`src/rtl/arb_mux_pkg.sv`:
```
// Shared definitions for the N-channel arbitrated output mux.
package arb_mux_pkg;

  // Grant policy selected by mode_i.
  localparam logic MODE_FIXED = 1'b0;
  localparam logic MODE_RR    = 1'b1;

  // Next channel after idx, wrapping at n-1 -> 0. The result is always
  // below n, including when n is not a power of two.
  function automatic int wrap_next(input int idx, input int n);
    return (idx + 1 >= n) ? 0 : idx + 1;
  endfunction

endpackage

```
`src/rtl/arb_mux_n_rr_picker.sv`:
```
// Wrapped priority search: the first asserted req at or after ptr wins,
// ascending and wrapping at CHANNELS-1 -> 0. Purely combinational.
module rr_picker #(
  parameter  int CHANNELS = 3,
  localparam int SEL_W    = $clog2(CHANNELS)
) (
  input  logic [CHANNELS-1:0] req,
  input  logic [SEL_W-1:0]    ptr,
  output logic                gnt_valid,
  output logic [SEL_W-1:0]    gnt_idx
);

  // Scan from the farthest offset down to ptr so the nearest request is
  // written last and therefore wins.
  always_comb begin
    int         idx;
    logic [SEL_W-1:0] idx_w;
    gnt_valid = 1'b0;
    gnt_idx   = '0;
    idx       = 0;
    idx_w     = '0;
    for (int i = CHANNELS - 1; i >= 0; i--) begin
      idx = int'(ptr) + i;
      if (idx >= CHANNELS) idx = idx - CHANNELS;
      idx_w = SEL_W'(idx);
      if (req[idx_w]) begin
        gnt_valid = 1'b1;
        gnt_idx   = idx_w;
      end
    end
  end

endmodule

```
`src/rtl/arb_mux_n.sv`:
```
// N-channel selector with a single registered output stage and valid/ready
// handshake on both sides. Channel choice is either a fixed index or a
// round-robin search; backpressure stalls the winner without losing data.
module arb_mux_n
  import arb_mux_pkg::*;
#(
  parameter  int SIZE     = 32,
  parameter  int CHANNELS = 3,
  localparam int SEL_W    = $clog2(CHANNELS)
) (
  input  logic                       clk_i,
  input  logic                       rst_i,
  input  logic [CHANNELS-1:0]        valid_i,
  input  logic [CHANNELS*SIZE-1:0]   data_i,
  output logic [CHANNELS-1:0]        ready_o,
  input  logic                       mode_i,
  input  logic [SEL_W-1:0]           select_i,
  output logic                       valid_o,
  output logic [SIZE-1:0]            data_o,
  output logic [SEL_W-1:0]           grant_o,
  input  logic                       ready_i
);

  logic             vld_p0;
  logic [SIZE-1:0]  data_p0;
  logic [SEL_W-1:0] grant_p0;
  logic [SEL_W-1:0] rr_ptr;

  logic             can_load;
  logic             load;
  logic             fix_valid;
  logic             rr_valid;
  logic [SEL_W-1:0] rr_idx;
  logic             gnt_valid;
  logic [SEL_W-1:0] gnt_idx;
  logic [SIZE-1:0]  gnt_data;

  rr_picker #(
    .CHANNELS (CHANNELS)
  ) u_picker (
    .req       (valid_i),
    .ptr       (rr_ptr),
    .gnt_valid (rr_valid),
    .gnt_idx   (rr_idx)
  );

  // The register can take a new word when empty or when it drains this cycle.
  assign can_load = !vld_p0 || ready_i;

  // Fixed-mode decode: an out-of-range select grants nothing.
  always_comb begin
    fix_valid = 1'b0;
    if (int'(select_i) < CHANNELS) fix_valid = valid_i[select_i];
  end

  // Pick the grant source according to the current mode.
  always_comb begin
    gnt_valid = fix_valid;
    gnt_idx   = select_i;
    if (mode_i == MODE_RR) begin
      gnt_valid = rr_valid;
      gnt_idx   = rr_idx;
    end
  end

  // One-hot accept toward the producers; held low while reset is asserted.
  always_comb begin
    ready_o = '0;
    if (rst_i && can_load && gnt_valid) ready_o[gnt_idx] = 1'b1;
  end

  assign load     = |(valid_i & ready_o);
  assign gnt_data = data_i[int'(gnt_idx)*SIZE +: SIZE];

  // ---- stage p0: output register, control half ----
  // Valid flag and round-robin pointer; fixed-mode loads leave the pointer alone.
  always_ff @(posedge clk_i or negedge rst_i) begin
    if (!rst_i) begin
      vld_p0 <= 1'b0;
      rr_ptr <= '0;
    end else begin
      if (load) vld_p0 <= 1'b1;
      else if (vld_p0 && ready_i) vld_p0 <= 1'b0;
      if (load && mode_i == MODE_RR)
        rr_ptr <= SEL_W'(wrap_next(int'(gnt_idx), CHANNELS));
    end
  end

  // Data and grant index capture; they hold across drains and stalls.
  always_ff @(posedge clk_i or negedge rst_i) begin
    if (!rst_i) begin
      data_p0  <= '0;
      grant_p0 <= '0;
    end else if (load) begin
      data_p0  <= gnt_data;
      grant_p0 <= gnt_idx;
    end
  end

  assign valid_o = vld_p0;
  assign data_o  = data_p0;
  assign grant_o = grant_p0;

endmodule

```
`config.mk`:
```
export PLATFORM = sky130hd
export DESIGN_NAME = arb_mux_n
export DESIGN_NICKNAME = d
export VERILOG_FILES = /design/src/rtl/arb_mux_pkg.sv /design/src/rtl/arb_mux_n_rr_picker.sv /design/src/rtl/arb_mux_n.sv
export SDC_FILE = /design/constraint.sdc
export NUM_CORES = 1
export LEC_CHECK = 0
export ABC_AREA = 1
export BUFFER_PORTS_ARGS = -buffer_cell sky130_fd_sc_hd__clkbuf_2
export CORE_ASPECT_RATIO = 0.5
export CORE_UTILIZATION = 30
export CTS_BUF_LIST = sky130_fd_sc_hd__clkbuf_16
export DETAILED_ROUTE_END_ITERATION = 10
export PLACE_DENSITY = 0.61
export SLEW_MARGIN = 20
export SYNTH_ARGS = -nofsm -noshare
export SYNTH_HDL_FRONTEND = slang
export SYNTH_SLANG_ARGS = --single-unit
```
`constraint.sdc`:
```
create_clock -name clk_i -period 4.1 [get_ports clk_i]
set_input_delay 0.82 -clock clk_i [delete_from_list [all_inputs] [get_ports clk_i]]
set_output_delay 0.82 -clock clk_i [all_outputs]
set_load 0.05 [all_outputs]
```
==> summary.md <==
| Metric | Value |
|---|---|
| Status | `completed` |
| Core region area | `a little over 8000 µm²` |
| Initial core utilization | `around a third` |
| H-tree levels | `2` |
| CTS clk-pin slew, worst paths | `0.05 ns` |
| Worst slack at placement | `between 0.8 and 0.9 ns` |
| Max-Cap Viols | `0` |
| CTS Buf Count | `5` |
| Worst-Skew Late Latency | `approximately 0.27 ns` |
| Iteration-0 DRC count of the detailed router | `97` |
| DRT Pass-1 Iters | `4` |
| Startpoint Class | `register` |
| Clk sinks | `37` |
| Post-DP HPWL | `between 5000 and 6000 µm` |
| First-pass GRT wire length | `approximately 12000 µm` |
| DRC viols | `0` |
| Count of cells resized by post-cts repair | `0` |
| Die Wd | `around 130 µm` |
| Crit Path Class | `reg -> out` |
| Site row count | `23` |
| CTS Hold Bufs | `0` |
| Syn_area_per_cell | `about 6.1 µm²` |
| Cell variety after synth | `23` |
| Vias in the first global route | `2576` |
| Slew HR | `between 30% and 40%` |
| Syn-to-layout area delta | `33.84%` |
| Overflow after GRT | `0` |
| CP max FO | `40` |
| Fin worst setup slack | `roughly 0.7 ns` |
| Synth Warn # | `0` |
| Routed via count | `2988` |
| Remaining antenna violation count | `0` |
| Post-synthesis register bit count | `37` |
| Placer's final routability congestion estimate | `just over 0.8` |
| Hold slack | `about 0.47 ns` |
| HP Class | `reg -> reg` |
| Period utilisation layout | `just over 80%` |
| Final setup viols | `0` |
| CTS max path bufs | `2` |
| PortBufs | `~140` |
| Fin crit period | `3.392 ns` |
| Final Hold Fails | `0` |
| Antenna violations before repair | `0` |
| CTS tree | `done` |
| Power Total | `around 2.5 mW` |
| Number of diodes | `0` |
| Placed instance area | `between 3000 and 4000 µm²` |
| Fill cells | `roughly 940` |
| Crit. End Element | `output pin` |
| Netlist Area Pre-Place | `around 2600 µm²` |
| Vias per inst | `4.407` |
| Die area | `~9200 µm²` |
| Clk Tree Root Cell | `clkbuf_16` |
| Max IR drop VDD | `0.2383 mV` |
| Final instance area | `around 3500 µm²` |
| Largest net degree at the start of global routing | `62` |
| Clk_skew | `0.003696 ns` |
| Synth Net Count | `around 540` |
| Synth Instances | `436` |
| Final nets | `674` |
| RSZ-0062 raised after global routing | `false` |
| Io pins | `between 100 and 150` |
| Worst EP required | `3.28 ns` |
| Power Density | `a little under 700 nW/µm²` |
| Actual slew at the worst max-slew pin | `between 1 and 1.5 ns` |
| Post-DR wirelength/cell | `11.42 µm` |
| Fin Setup TNS | `0 ns` |
| Routed wire length | `just under 8000 µm` |
| GR Util All Layers | `between 15 and 20%` |
| Layout cell share with drive strength beyond 1 | `between 20% and 30%` |
| Final slew viol count | `0` |
| Height of the die | `roughly 68 µm` |
| Arr. time, crit path | `roughly 2.6 ns` |
| Post-CTS Setup Repair Bufs | `0` |
| Fmax | `between 200 and 300 MHz` |
| LEAKAGE | `about 2.2 nW` |
| Register area share after synthesis | `between 30% and 40%` |
-- final cells by class --
class,count,area (µm²),share of cell area (%)
flip-flops and latches,37,925.9,26.20
repair buffers,146,740.7,20.96
inverters,52,197.7,5.595
clock inverters,2,7.507,0.2125
clock buffers,5,125.1,3.541
multi-input cells,324,1396,39.52
well taps,112,140.1,3.966
-- Yosys cell counts --
| library cell | number | area [µm²] |
|---|---|---|
| inv_4 | 1 | 6.260 |
| o21ai_0 | 34 | 170.2 |
| dfrtp_1 | 37 | 925.9 |
| nand3_1 | 47 | 235.2 |
| ha_1 | 3 | 37.54 |
| nand3_4 | 1 | 17.52 |
| a21oi_1 | 3 | 15.01 |
| o21ai_1 | 2 | 10.01 |
| inv_1 | 48 | 180.2 |
| nor2_1 | 38 | 142.6 |
| nand2_1 | 190 | 713.2 |
| nand3b_1 | 1 | 7.510 |
| a21oi_4 | 1 | 16.27 |
| nor2_2 | 1 | 6.260 |
| nand2_2 | 1 | 6.260 |
| a31oi_1 | 1 | 6.260 |
| clkbuf_1 | 7 | 26.28 |
| buf_6 | 3 | 33.78 |
| buf_4 | 2 | 15.01 |
| o31ai_1 | 1 | 7.510 |
| buf_1 | 4 | 15.01 |
| inv_2 | 3 | 11.26 |
| buf_2 | 7 | 35.03 |
-- state kept, by name, indices dropped and copies added, names as in the netlist --
signal / cells
data_o: 32
rr_ptr: 2
valid_o: 1
grant_o: 2
-- logic make-up (layout without fill, tap and decap cells) --
kind of cell / after synthesis / count (layout) / synth area share, %
simple gates: 279 / 279 / 42.75
flops: 37 / 37 / 35.07
fa+ha+maj: 3 / 3 / 1.422
buf+inv: 75 / 205 / 12.23
compound gates: 42 / 42 / 8.531
-- cell usage in the layout, fill, tap and decap left out --
master,netlist,layout
a21oi_1,3,3
a21oi_4,1,1
a31oi_1,1,1
buf_4,2,4
clkbuf_16,0,5
clkbuf_2,0,142
clkinv_1,0,1
dfrtp_1,37,37
ha_1,3,3
inv_1,48,49
inv_2,3,3
inv_4,1,1
nand2_1,190,190
nand2_4,0,1
nand3_1,47,47
nand3_4,1,1
nand3b_1,1,1
nor2_1,38,38
nor2_2,1,1
o21ai_0,34,34
o21ai_1,2,2
o31ai_1,1,1
-- path summary, 6_finish.rpt --
kind                       cells past startpoint      start          to  slack [ns]
max                                           13  rr_ptr[0]  ready_o[2]        0.71
min                                            2  data_o[1]   data_o[1]        0.47
max reg2reg                                   14  rr_ptr[0]     valid_o        1.09
min reg2reg                                    2  data_o[1]   data_o[1]        0.47
max in group asynchronous                      2      rst_i  data_o[20]        3.11
min in group asynchronous                      2      rst_i   rr_ptr[0]        0.63
-- worst max-delay path, cell delays in order, from the launching register on --
cell and delay (ns):
dfrtp_1 0.37, inv_1 0.07, ha_1 0.37, inv_2 0.08
nand2_1 0.06, nand3_1 0.08, nand2_1 0.09, nand2_1 0.05
nand3_1 0.09, nand2_1 0.09, nand2_4 0.30, nand3_1 0.25
inv_1 0.10, clkbuf_2 0.27
-- power breakdown --
group	internal, mW	switching (mW)
Combinational	0.366	1.12
Sequential	0.523	0.0841
Clock	0.217	0.139
-- per-layer routing --
| layer | vias to the layer above | GRT usage (%) | wire length, µm | part of all wire, % |
|---|---|---|---|---|
| met3 | 6 | 3.407 | 297 | 3.8 |
| met5 | - | 0 | 0 | 0 |
| met1 | 1323 | 22.33 | 3680 | 48 |
| met4 | 0 | 2.949 | 56 | 0.72 |
| li1 | 1596 | - | - | - |
| met2 | 63 | 30.15 | 3706 | 48 |
-- metrics by stage --
step,instances,util (%)
5_1_grt,678,42.78
3_5_place_dp,671,41.18
2_1_floorplan,436,-
4_1_cts,678,42.78
3_3_place_gp,671,41.18
6_report,678,42.78
Note: power is estimated with default switching activity, not from simulation.
